[config.mk]
export PLATFORM = sky130hd
export DESIGN_NAME = exmem_skid
export DESIGN_NICKNAME = d
export VERILOG_FILES = /design/src/rtl/exmem_pkg.sv /design/src/rtl/exmem_slot.sv /design/src/rtl/exmem_skid.sv
export SDC_FILE = /design/constraint.sdc
export NUM_CORES = 1
export LEC_CHECK = 0
export ABC_AREA = 1
export BUFFER_PORTS_ARGS = -buffer_cell sky130_fd_sc_hd__buf_4
export CORE_MARGIN = 2
export CORE_UTILIZATION = 25
export CTS_CLUSTER_SIZE = 24
export DETAILED_ROUTE_END_ITERATION = 12
export MAX_ROUTING_LAYER = met4
export PLACE_DENSITY_LB_ADDON = 0.08
export SLEW_MARGIN = 10
export SYNTH_ARGS = -nofsm -noshare
export SYNTH_HDL_FRONTEND = slang
export SYNTH_SLANG_ARGS = --single-unit
[constraint.sdc]
create_clock -name Clock -period 5.05 [get_ports Clock]
set_input_delay 0.2525 -clock Clock [delete_from_list [all_inputs] [get_ports Clock]]
set_output_delay 0.2525 -clock Clock [all_outputs]
set_load 0.05 [all_outputs]
[src/rtl/exmem_pkg.sv]
// Shared definitions for the EX/MEM skid-buffer pipeline register:
// default widths, the RegWrite bit position and the occupancy state enum.
package exmem_pkg;

    localparam int DEF_DATA_W   = 32;
    localparam int DEF_RD_W     = 5;
    localparam int DEF_WB_W     = 2;
    localparam int DEF_M_W      = 3;

    // Position of RegWrite inside the write-back control field
    localparam int REGWRITE_BIT = 1;

    // Occupancy of the two-entry buffer
    typedef enum logic [1:0] {
        ST_EMPTY = 2'd0,
        ST_ONE   = 2'd1,
        ST_FULL  = 2'd2
    } skid_state_t;

endpackage

[src/rtl/exmem_slot.sv]
// One entry of the EX/MEM skid buffer. The clear input kills the control
// fields (WB, M, RD) so a dead slot presents a bubble; the ALU result and
// store data keep their last value. Clear has priority over load.
module exmem_slot
    import exmem_pkg::*;
#(
    parameter int DATA_W = DEF_DATA_W,
    parameter int RD_W   = DEF_RD_W,
    parameter int WB_W   = DEF_WB_W,
    parameter int M_W    = DEF_M_W
) (
    input  logic              clk,
    input  logic              rst,
    input  logic              load,
    input  logic              clear,
    input  logic [WB_W-1:0]   new_wb,
    input  logic [M_W-1:0]    new_m,
    input  logic [RD_W-1:0]   new_rd,
    input  logic [DATA_W-1:0] new_alu,
    input  logic [DATA_W-1:0] new_data,
    output logic [WB_W-1:0]   wb,
    output logic [M_W-1:0]    m,
    output logic [RD_W-1:0]   rd,
    output logic [DATA_W-1:0] alu,
    output logic [DATA_W-1:0] data
);

    // Entry storage: async reset to zero, clear kills control, load captures all fields
    always_ff @(posedge clk or posedge rst) begin
        if (rst) begin
            wb   <= '0;
            m    <= '0;
            rd   <= '0;
            alu  <= '0;
            data <= '0;
        end else if (clear) begin
            wb   <= '0;
            m    <= '0;
            rd   <= '0;
        end else if (load) begin
            wb   <= new_wb;
            m    <= new_m;
            rd   <= new_rd;
            alu  <= new_alu;
            data <= new_data;
        end
    end

endmodule

[src/rtl/exmem_skid.sv]
// EX/MEM pipeline register built as a two-entry skid buffer. The main slot
// drives the outputs; the skid slot catches the entry accepted while the
// downstream stalls, so in_ready can come straight from a flop.
// Optional feature: define EXMEM_SKID_FWD_EN to add the forwarding outputs
// fwdValid / fwdRD / fwdALU taken combinationally from the main slot.
module exmem_skid
    import exmem_pkg::*;
#(
    parameter int DATA_W = DEF_DATA_W,
    parameter int RD_W   = DEF_RD_W,
    parameter int WB_W   = DEF_WB_W,
    parameter int M_W    = DEF_M_W
) (
    input  logic              Clock,
    input  logic              Reset,
    input  logic              in_valid,
    output logic              in_ready,
    input  logic [WB_W-1:0]   WB,
    input  logic [M_W-1:0]    M,
    input  logic [RD_W-1:0]   RD,
    input  logic [DATA_W-1:0] saidaALU,
    input  logic [DATA_W-1:0] entradaData,
    input  logic              flush,
    output logic              out_valid,
    input  logic              out_ready,
`ifdef EXMEM_SKID_FWD_EN
    output logic              fwdValid,
    output logic [RD_W-1:0]   fwdRD,
    output logic [DATA_W-1:0] fwdALU,
`endif
    output logic [WB_W-1:0]   registradorWB,
    output logic [M_W-1:0]    registradorM,
    output logic [RD_W-1:0]   registradorRD,
    output logic [DATA_W-1:0] registradorALU,
    output logic [DATA_W-1:0] saidaData
);

    skid_state_t state;
    skid_state_t state_next;

    logic in_fire;
    logic out_fire;

    logic main_load;
    logic main_from_skid;
    logic main_clear;
    logic skid_load;
    logic skid_clear;

    logic [WB_W-1:0]   skid_wb;
    logic [M_W-1:0]    skid_m;
    logic [RD_W-1:0]   skid_rd;
    logic [DATA_W-1:0] skid_alu;
    logic [DATA_W-1:0] skid_data;

    logic [WB_W-1:0]   main_new_wb;
    logic [M_W-1:0]    main_new_m;
    logic [RD_W-1:0]   main_new_rd;
    logic [DATA_W-1:0] main_new_alu;
    logic [DATA_W-1:0] main_new_data;

    assign in_fire  = in_valid & in_ready;
    assign out_fire = out_valid & out_ready;

    // Next occupancy and slot steering; flush overrides every other event
    always_comb begin
        state_next     = state;
        main_load      = 1'b0;
        main_from_skid = 1'b0;
        main_clear     = 1'b0;
        skid_load      = 1'b0;
        skid_clear     = 1'b0;
        if (flush) begin
            state_next = ST_EMPTY;
            main_clear = 1'b1;
            skid_clear = 1'b1;
        end else begin
            case (state)
                ST_EMPTY: begin
                    if (in_fire) begin
                        main_load  = 1'b1;
                        state_next = ST_ONE;
                    end
                end
                ST_ONE: begin
                    if (in_fire && out_fire) begin
                        main_load  = 1'b1;
                    end else if (in_fire) begin
                        skid_load  = 1'b1;
                        state_next = ST_FULL;
                    end else if (out_fire) begin
                        main_clear = 1'b1;
                        state_next = ST_EMPTY;
                    end
                end
                ST_FULL: begin
                    if (out_fire) begin
                        main_load      = 1'b1;
                        main_from_skid = 1'b1;
                        state_next     = ST_ONE;
                    end
                end
                default: begin
                    state_next = ST_EMPTY;
                    main_clear = 1'b1;
                    skid_clear = 1'b1;
                end
            endcase
        end
    end

    // Main slot refills either from the input bus or from the skid slot
    always_comb begin
        main_new_wb   = WB;
        main_new_m    = M;
        main_new_rd   = RD;
        main_new_alu  = saidaALU;
        main_new_data = entradaData;
        if (main_from_skid) begin
            main_new_wb   = skid_wb;
            main_new_m    = skid_m;
            main_new_rd   = skid_rd;
            main_new_alu  = skid_alu;
            main_new_data = skid_data;
        end
    end

    // Occupancy state with registered handshake outputs
    always_ff @(posedge Clock or posedge Reset) begin
        if (Reset) begin
            state     <= ST_EMPTY;
            out_valid <= 1'b0;
            in_ready  <= 1'b1;
        end else begin
            state     <= state_next;
            out_valid <= (state_next != ST_EMPTY);
            in_ready  <= (state_next != ST_FULL);
        end
    end

    exmem_slot #(
        .DATA_W (DATA_W),
        .RD_W   (RD_W),
        .WB_W   (WB_W),
        .M_W    (M_W)
    ) u_main (
        .clk      (Clock),
        .rst      (Reset),
        .load     (main_load),
        .clear    (main_clear),
        .new_wb   (main_new_wb),
        .new_m    (main_new_m),
        .new_rd   (main_new_rd),
        .new_alu  (main_new_alu),
        .new_data (main_new_data),
        .wb       (registradorWB),
        .m        (registradorM),
        .rd       (registradorRD),
        .alu      (registradorALU),
        .data     (saidaData)
    );

    exmem_slot #(
        .DATA_W (DATA_W),
        .RD_W   (RD_W),
        .WB_W   (WB_W),
        .M_W    (M_W)
    ) u_skid (
        .clk      (Clock),
        .rst      (Reset),
        .load     (skid_load),
        .clear    (skid_clear),
        .new_wb   (WB),
        .new_m    (M),
        .new_rd   (RD),
        .new_alu  (saidaALU),
        .new_data (entradaData),
        .wb       (skid_wb),
        .m        (skid_m),
        .rd       (skid_rd),
        .alu      (skid_alu),
        .data     (skid_data)
    );

`ifdef EXMEM_SKID_FWD_EN
    // Forwarding view of the entry currently in MEM; only real register writes qualify
    assign fwdValid = out_valid & registradorWB[REGWRITE_BIT] & (registradorRD != '0);
    assign fwdRD    = registradorRD;
    assign fwdALU   = registradorALU;
`endif

endmodule
==> flow_summary_export.csv, run 1 <==
group,metric,value,unit
pwr,p_switching,2.35,mW
cts,clock_path_buffers,2,
synthesis,mappedNetlistNets,991,
die,core.rowCount,61,
min_path,hold_class,"in -> reg",
drt,pre_antenna_drt_iters,5,
worst_setup_path,crit_arrival,3.21,ns
worst_setup_path,critPathMaxFanout,75,
sta,drv_slew,0,
cts,cts-hold-fix-buffers,1,
sta,timing.final.setup_violations,0,
layout,final_common_cell,"nand2_1",
pwr,power.share.switching,0.414,
sta,rsz0062_at_grt,"false",
pwr,internal-power,3.33,mW
cts,num_clock_sinks,152,
worst_setup_path,timing.critical_path.to_type,"register",
global_routing,grt_pass1_vias,6212,
sta,fmax,350,MHz
layout,flow.area_growth_from_synthesis,29.4,%
job,maxcap_viol_count,0,
synthesis,post_synthesis_average_cell_area,7.63,um^2
sta,timing.clock.skew,0.0112,ns
worst_setup_path,critical_path.cell_chain,"nand2_1 > inv_1 > nand2_1 > nand2_1 > nand2_4 > inv_2 > buf_4 > nand2_1 > nand2_1",
layout,instances_no_fill,1427,
cts,htree_num_levels,4,
place,numPortBuffers,154,
global_routing,grt.overflow.total,0,
sta,tightestPinTransition,1.09,ns
sta,timing.final.ws_setup,2.19,ns
sta,final_min_period_over_clock_period,0.566,
die,die-area,29200,um^2
synthesis,synth.ff_latch_count,152,
worst_setup_path,setup.worst_path.class,"reg -> reg",
synthesis,synthDistinctLibCells,16,
cts,insertion_delay_to_the_later_sink_of_the_worst_skew_pair,0.42,ns
place,post_dp_cell_area,8290,um^2
sta,final.setup.tns,0,ns
drt,drt-total-wl,21500,um
synthesis,synth.yosys.seq_area_share,0.547,
cts,number_of_buffers_created_by_cts,17,
die,die_h,171,um
sta,min_period,2.86,ns
die,fp.coreArea,27600,um^2
pwr,peakVddDrop,0.269,mV
synthesis,synthesis.area,6960,um^2
worst_setup_path,worst_ep_required_time,5.40,ns
worst_setup_path,crit_top_cell,"nand2_1",
synthesis,synthesis.instances,912,
pwr,clockPowerShare,0.271,
drt,final_antenna_violating_net_count,0,
place,worst_setup_slack_post_dpl,2.07,ns
worst_setup_path,start_kind,"register",
pwr,p_seq_frac,0.353,
pwr,power_frac_comb,0.376,
global_routing,global_route.usage.total,0.157,
worst_setup_path,critPathSlowestCell,"inv_2",
global_routing,antenna_found_initial,0,
sta,worst_slew_margin_rel,0.272,
layout,final_nets,1115,
layout,ratio_of_cells_with_drive_above_1_in_the_final_layout,0.193,
synthesis,yosysWarnings,0,
cts,count_of_instances_resized_after_the_clock_tree_is_built,0,
worst_setup_path,timing.critical_path.slowest_cell_delay,0.64,ns
die,initial_utilization,0.252,
layout,stdcell_area,9000,um^2
drt,routed_via_density,4.20,
layout,final_cell_mix,"nand2_1, buf_4, dfrtp_1",
outcome,status,"finished clean",
drt,dr.first_iter.drc_count,325,
global_routing,first_pass_grt_wire_length,34600,um
place,post-dp-hpwl,12700,um
cts,clk_root_buffer_cell,"clkbuf_16",
drt,route.detailed.wl_per_inst,15.1,um
cts,clk_pin_slew,0.07,ns
cts,tritoncts,"done",
die,num_io_pins,155,
pwr,p_leak,5.03,nW
sta,hold_violations,0,
layout,antenna-diode-count,0,
drt,total_vias_in_the_final_route,5993,
die,die_outline_width,171,um
place,place_congestion,0.695,
global_routing,grt_max_degree,78,
cts,post_cts.repair.setup_buffers,0,
pwr,cellPowerDensity,632,nW/um^2
pwr,total_power,5.68,mW
drt,total_drc_errors_in_the_routed_layout,0,
place,placedCellCount,1394,
## Yosys cell counts, drive strengths merged
| cell type | n | area, um^2 |
|---|---|---|
| a21oi | 1 | 5.00 |
| buf | 52 | 359 |
| clkbuf | 5 | 18.8 |
| dfrtp | 151 | 3780 |
| dfstp | 1 | 26.3 |
| inv | 11 | 41.3 |
| nand2 | 585 | 2200 |
| nand3 | 99 | 495 |
| nand4 | 1 | 6.26 |
| nor2 | 5 | 21.3 |
| o211ai | 1 | 7.51 |
## worst paths after layout
kind / endpoint / start / slack (ns) / depth (start not counted)
min: u_skid.data[0] / entradaData[0] / 0.03 / 3
min reg2reg: u_skid.data[11] / u_skid.data[11] / 0.48 / 2
max in group asynchronous: u_skid.rd[1] / Reset / 3.33 / 4
max reg2reg: u_main.data[28] / out_valid / 2.19 / 9
min in group asynchronous: u_main.alu[18] / Reset / 0.49 / 3
max: u_main.data[28] / out_valid / 2.19 / 9
## logic make-up after synthesis
group | Yosys count | synth area share
flip-flops | 152 | 0.547
AND/OR/NAND/NOR | 690 | 0.391
buffers and inverters | 68 | 0.0603
AO/OA/AOI/OAI | 2 | 0.00180
## area by class of cell
type                       count  area, um^2
fill                        2997       18600
multi-input combinational    692        2760
sequential                   152        3800
clock inverter                14         269
tap                          378         473
timing repair buffer         162        1220
clock buffer                  18         429
inverter                      11        47.5
## through the flow
stage / utilization / hold slack (ns)
floorplan: - / 0.362
global placement: 0.301 / 0.432
detailed placement: 0.301 / 0.433
CTS: 0.327 / 0.00756
global route: 0.327 / 0.0168
finish: 0.327 / 0.0301
## registers in the layout (all words and copies together), names as in the netlist
signal,count
u_main.alu,32
u_main.data,32
u_skid.alu,32
u_skid.data,32
u_main.rd,5
u_skid.rd,5
u_main.m,3
u_skid.m,3
state,2
u_main.wb,2
u_skid.wb,2
in_ready,1
out_valid,1
## worst max-delay path: cells and delay by family (launching register included)
| kind | cells | cell delay (ns) |
|---|---|---|
| buf+inv | 3 | 1.34 |
| simple gates | 6 | 1.03 |
| flops | 1 | 0.37 |
## power groups by stage
stage	logic, mW	clock network [mW]	registers [mW]
3_3_place_gp	2.15	0	2.03
6_report	2.14	1.54	2.01
5_1_grt	2.33	1.64	2.07
4_1_cts	2.17	1.58	2.01
3_5_place_dp	2.16	0	2.02
2_1_floorplan	0.617	0	2.88
## layer usage
layer	up-vias	track usage	routed length, um
li1	3051	-	-
met1	2807	0.201	10300
met2	123	0.252	9880
met3	12	0.0382	1110
met4	0	0.0375	180
met5	-	-	0
(Power assumes the default switching activity.)
==> run 2: changes to the inputs <==
==> constraint.sdc (replaced) <==
create_clock -name Clock -period 2.8 [get_ports Clock]
set_input_delay 0.14 -clock Clock [delete_from_list [all_inputs] [get_ports Clock]]
set_output_delay 0.14 -clock Clock [all_outputs]
set_load 0.05 [all_outputs]
==> run 2 against run 1 <==
  * Worst setup slack lost 1.2 ns
  * Register-to-register slack lost 1.2 ns
  * First-iteration DRC count grew 1.8%
  * Hold slack gained 0.15 ns
==> flow_summary_export.csv, run 2 (synthesis results as in run 1) <==
group,metric,value,unit
cts,insertion_delay_to_the_later_sink_of_the_worst_skew_pair,0.42,ns
drt,pre_antenna_drt_iters,4,
layout,antenna-diode-count,0,
drt,total_drc_errors_in_the_routed_layout,0,
worst_setup_path,setup.worst_path.class,"reg -> reg",
layout,flow.area_growth_from_synthesis,40.5,%
die,initial_utilization,0.252,
sta,drv_slew,0,
worst_setup_path,start_kind,"register",
cts,clk_pin_slew,0.06,ns
sta,hold_violations,0,
sta,tightestPinTransition,0.620,ns
min_path,whs_endpoint,"state[0]",
worst_setup_path,timing.critical_path.to_type,"register",
die,die-area,29200,um^2
drt,drt-total-wl,22200,um
min_path,hold-path-cell-count,5,
min_path,hold_class,"in -> reg",
sta,fmax,540,MHz
die,core.rowCount,61,
sta,worst_slew_margin_rel,0.587,
cts,num_clock_sinks,152,
place,post-dp-hpwl,13000,um
global_routing,grt.overflow.total,0,
place,numPortBuffers,154,
sta,final_min_period_over_clock_period,0.661,
layout,instances_no_fill,1507,
sta,final.setup.tns,0,ns
worst_setup_path,crit_top_cell,"nand2_1",
cts,number_of_buffers_created_by_cts,17,
worst_setup_path,critPathMaxFanout,38,
min_path,hold_path_startpoint,"in_valid",
layout,ratio_of_cells_with_drive_above_1_in_the_final_layout,0.184,
global_routing,global_route.usage.total,0.161,
die,die_outline_width,171,um
worst_setup_path,crit_arrival,2.16,ns
cts,post_cts.repair.setup_buffers,0,
global_routing,grt_pass1_vias,6368,
drt,routed_via_density,4.22,
place,place_congestion,0.685,
cts,count_of_instances_resized_after_the_clock_tree_is_built,0,
layout,final_common_cell,"nand2_1",
layout,final_cell_mix,"nand2_1, buf_4, dfrtp_1",
global_routing,grt_max_degree,98,
die,die_h,171,um
cts,clk_root_buffer_cell,"clkbuf_16",
worst_setup_path,ff2ff_setup_slack,0.95,ns
worst_setup_path,timing.rr.end,"u_main.alu[4]",
place,placedCellCount,1402,
outcome,status,"finished clean",
global_routing,first_pass_grt_wire_length,35000,um
die,num_io_pins,155,
pwr,p_leak,5.35,nW
sta,timing.final.setup_violations,0,
sta,rsz0062_at_grt,"false",
pwr,peakVddDrop,0.494,mV
pwr,cellPowerDensity,1030,nW/um^2
sta,timing.clock.skew,0.00917,ns
drt,route.detailed.wl_per_inst,14.7,um
layout,final_core_utilization,0.355,
drt,dr.first_iter.drc_count,331,
layout,final_nets,1197,
job,maxcap_viol_count,0,
worst_setup_path,crit-reg2reg-launch,"out_valid",
sta,hold_ws,0.185,ns
cts,clock_path_buffers,2,
die,fp.coreArea,27600,um^2
drt,final_antenna_violating_net_count,0,
worst_setup_path,critical_path.cell_chain,"nand2_1 > inv_1 > nand3_4 > buf_12 > nand2_1 > nand2_1 > nand2_1 > nand2_1",
worst_setup_path,timing.critical_path.slowest_cell_delay,0.44,ns
worst_setup_path,critPathSlowestCell,"nand3_4",
sta,min_period,1.85,ns
layout,stdcell_area,9770,um^2
drt,total_vias_in_the_final_route,6355,
worst_setup_path,worst_ep_required_time,3.11,ns
worst_setup_path,timing.reg2reg.worst_path_depth,8,
place,post_dp_cell_area,8410,um^2
cts,tritoncts,"done",
global_routing,antenna_found_initial,0,
cts,htree_num_levels,4,
[run 2: through the flow]
step	worst slack, ns	power (mW)
final	0.948	10.1
after global routing	0.709	10.7
after CTS	0.904	10.2
after detailed placement	0.905	7.62
after global placement	0.904	7.61
after floorplan	0.744	6.31
[run 2: worst max-delay path, delay by kind of cell, from the launching register on]
family | cells | cell delay (ns)
flops | 1 | 0.36
buf+inv | 2 | 0.53
simple gates | 6 | 0.83
[run 2: cell type report]
class,instances,area [um^2]
flip-flops and latches,152,3800
well taps,378,473
repair buffers,244,2080
fillers,2917,17800
clock inverters,12,176
clock buffers,18,429
inverters,11,45.0
multi-input cells,692,2760
[run 2: report_power, final]
part | total, mW | switching [mW] | internal, mW | leakage (nW)
sequential | 3.63 | 0.532 | 3.10 | 1.92
clock | 2.44 | 0.953 | 1.48 | 0.292
combinational | 3.99 | 2.76 | 1.23 | 3.14
[run 2: how the worst max path moves through the flow]
stage	start	to	slack, ns	cells after the start
floorplan	Reset	out_valid	0.74	1
global placement	out_valid	u_main.alu[25]	0.90	8
detailed placement	out_valid	u_main.alu[25]	0.91	8
CTS	out_valid	u_main.m[2]	0.90	8
global route	out_valid	u_main.alu[24]	0.71	8
finish	out_valid	u_main.alu[4]	0.95	8
[run 2: metal layers]
layer	up-vias	part of all wire	routed length, um	track usage
li1	3216	-	-	-
met4	0	0.016	354	0.0412
met5	-	0	0	-
met2	129	0.47	10500	0.263
met3	21	0.036	809	0.0310
met1	2989	0.47	10500	0.204
[run 2: what timing repair did]
action | 4_1_cts | 5_1_grt
hold buffers | 75 | 0
endpoints found under the hold margin | 233 | 0
setup endpoints to repair | 0 | 0
==> run 3: changes to the inputs <==
==> constraint.sdc (replaced) <==
create_clock -name Clock -period 1.5 [get_ports Clock]
set_input_delay 0.075 -clock Clock [delete_from_list [all_inputs] [get_ports Clock]]
set_output_delay 0.075 -clock Clock [all_outputs]
set_load 0.05 [all_outputs]
==> run 3 against run 2 <==
  * The run now ends with negative setup slack left
  * First-iteration DRC count up 36%
  * Sequential share of layout area down 5.0 points
  * Worst setup slack worse by 0.98 ns
  * Final cell count up 4.2%
  * Core utilization up 5.2 points
  * Sequential power up 87%
  * Via count up 5.3%
  * Clock skew up 0.00063 ns
  * Total power up 99%
  * Clock power up 96%
  * Die area unchanged
  * Largest cell class unchanged
==> flow_summary_export.csv, run 3 (synthesis results as in run 1) <==
group,metric,value,unit
sta,timing.final.setup_violations,47,
global_routing,antenna_found_initial,0,
global_routing,grt.overflow.total,0,
global_routing,global_route.usage.total,0.165,
worst_setup_path,critPathBufInv,2,
worst_setup_path,setup.worst_path.class,"reg -> reg",
sta,tightestPinTransition,0.403,ns
outcome,status,"finished with violations",
drt,total_drc_errors_in_the_routed_layout,0,
global_routing,grt_max_degree,66,
cts,clk_pin_slew,0.07,ns
global_routing,grt_pass1_vias,6422,
cts,clk_root_buffer_cell,"clkbuf_16",
die,die-area,29200,um^2
worst_setup_path,crit_arrival,1.84,ns
sta,min_period,1.53,ns
worst_setup_path,critical_path.cell_chain,"nand2_2 > nor2_2 > nand4_1 > buf_6 > clkbuf_16 > nand3_1 > nand2_1",
cts,clock_path_buffers,2,
worst_setup_path,ff2ff_setup_slack,-0.03,ns
layout,antenna-diode-count,0,
min_path,hold_class,"in -> async",
cts,number_of_buffers_created_by_cts,17,
sta,final_min_period_over_clock_period,1.02,
drt,final_antenna_violating_net_count,0,
drt,pre_antenna_drt_iters,5,
sta,fmax,654,MHz
sta,hold_violations,0,
cts,htree_num_levels,4,
cts,num_clock_sinks,152,
die,core.rowCount,61,
place,numPortBuffers,154,
worst_setup_path,timing.critical_path.slowest_cell_delay,0.54,ns
pwr,cellPowerDensity,1790,nW/um^2
layout,stdcell_area,11200,um^2
layout,final_nets,1258,
layout,final_cell_mix,"nand2_1, buf_4, dfrtp_1",
worst_setup_path,worst_path_dominant_cell_family,"flip-flops",
layout,final_common_cell,"nand2_1",
sta,rsz0062_at_grt,"true",
worst_setup_path,timing.critical_path.to_type,"register",
worst_setup_path,critPathSlowestCell,"dfstp_2",
worst_setup_path,start_kind,"register",
drt,total_vias_in_the_final_route,6693,
drt,route.detailed.wl_per_inst,16.9,um
sta,hold_ws,0.119,ns
worst_setup_path,worst_ep_required_time,1.81,ns
outcome,violations,"negative setup slack",
pwr,peakVddDrop,0.948,mV
sta,drv_slew,0,
sta,timing.clock.skew,0.00980,ns
die,initial_utilization,0.252,
layout,ratio_of_cells_with_drive_above_1_in_the_final_layout,0.298,
place,post_dp_cell_area,8660,um^2
die,die_h,171,um
layout,instances_no_fill,1570,
place,placedCellCount,1423,
pwr,p_leak,6.00,nW
drt,routed_via_density,4.26,
drt,drt-total-wl,26500,um
cts,insertion_delay_to_the_later_sink_of_the_worst_skew_pair,0.43,ns
sta,timing.final.ws_setup,-0.0301,ns
die,fp.coreArea,27600,um^2
die,die_outline_width,171,um
job,maxcap_viol_count,0,
sta,worst_slew_margin_rel,0.731,
cts,tritoncts,"done",
place,worst_setup_slack_post_dpl,-0.0335,ns
place,place_congestion,0.737,
die,num_io_pins,155,
place,post-dp-hpwl,14200,um
drt,dr.first_iter.drc_count,451,
worst_setup_path,critPathMaxFanout,17,
layout,flow.area_growth_from_synthesis,61.0,%
global_routing,first_pass_grt_wire_length,36200,um
run 3: changes by cell type in the layout (fill, tap and decap cells not counted), sizes merged:
cell	before	now
buf	169	210
clkbuf	18	37
inv	11	14
clkinv	5	3
clkinvlp	3	5
run 3: power breakdown:
group / internal, mW / total (mW) / switching, mW
sequential: 5.79 / 6.77 / 0.985
clock: 2.86 / 4.78 / 1.92
combinational: 2.93 / 8.49 / 5.57
run 3: final cells by class:
cell class	instances	area, um^2
repair inverters	2	27.5
inverters	11	63.8
fillers	2824	16400
repair buffers	303	3160
well taps	378	473
flip-flops and latches	152	3810
clock inverters	13	194
multi-input cells	692	3040
clock buffers	19	443
run 3: final timing paths:
kind | endpoint | start | cells after the start
setup reg to reg | u_skid.m[2] | in_ready | 7
max in group asynchronous | u_main.alu[3] | Reset | 4
hold reg to reg | u_skid.data[23] | u_skid.data[23] | 2
setup / recovery | u_skid.m[2] | in_ready | 7
min in group Clock | in_ready | in_valid | 5
hold / removal | u_main.alu[27] | Reset | 3
run 3: layer usage:
metal,vias to the layer above,routed length (um),GRT usage
met5,-,0,-
met4,0,192,0.0435
met3,13,1140,0.0252
met2,141,12600,0.252
met1,3181,12500,0.230
li1,3358,-,-
run 3: per-stage QoR:
stage	util	power (mW)	setup TNS [ns]
finish	0.407	20.0	-0.500
global route	0.407	21.2	-7.47
CTS	0.371	19.4	-0.359
detailed placement	0.314	14.3	-0.897
global placement	0.314	14.3	-0.275
floorplan	-	11.8	-86.45
run 3: timing repair:
item,4_1_cts,5_1_grt
hold endpoints to repair,299,0
endpoints found under the setup margin,86,148
hold buffers,75,0
pin swaps,0,44
gates resized for setup,12,131
gates cloned,2,26
setup buffers,8,5
run 3: tightest hold or removal path, stage by stage:
cell           delay (ns)
dlygate4sd3_1        0.54
buf_4                0.14
clkinvlp_4           0.14
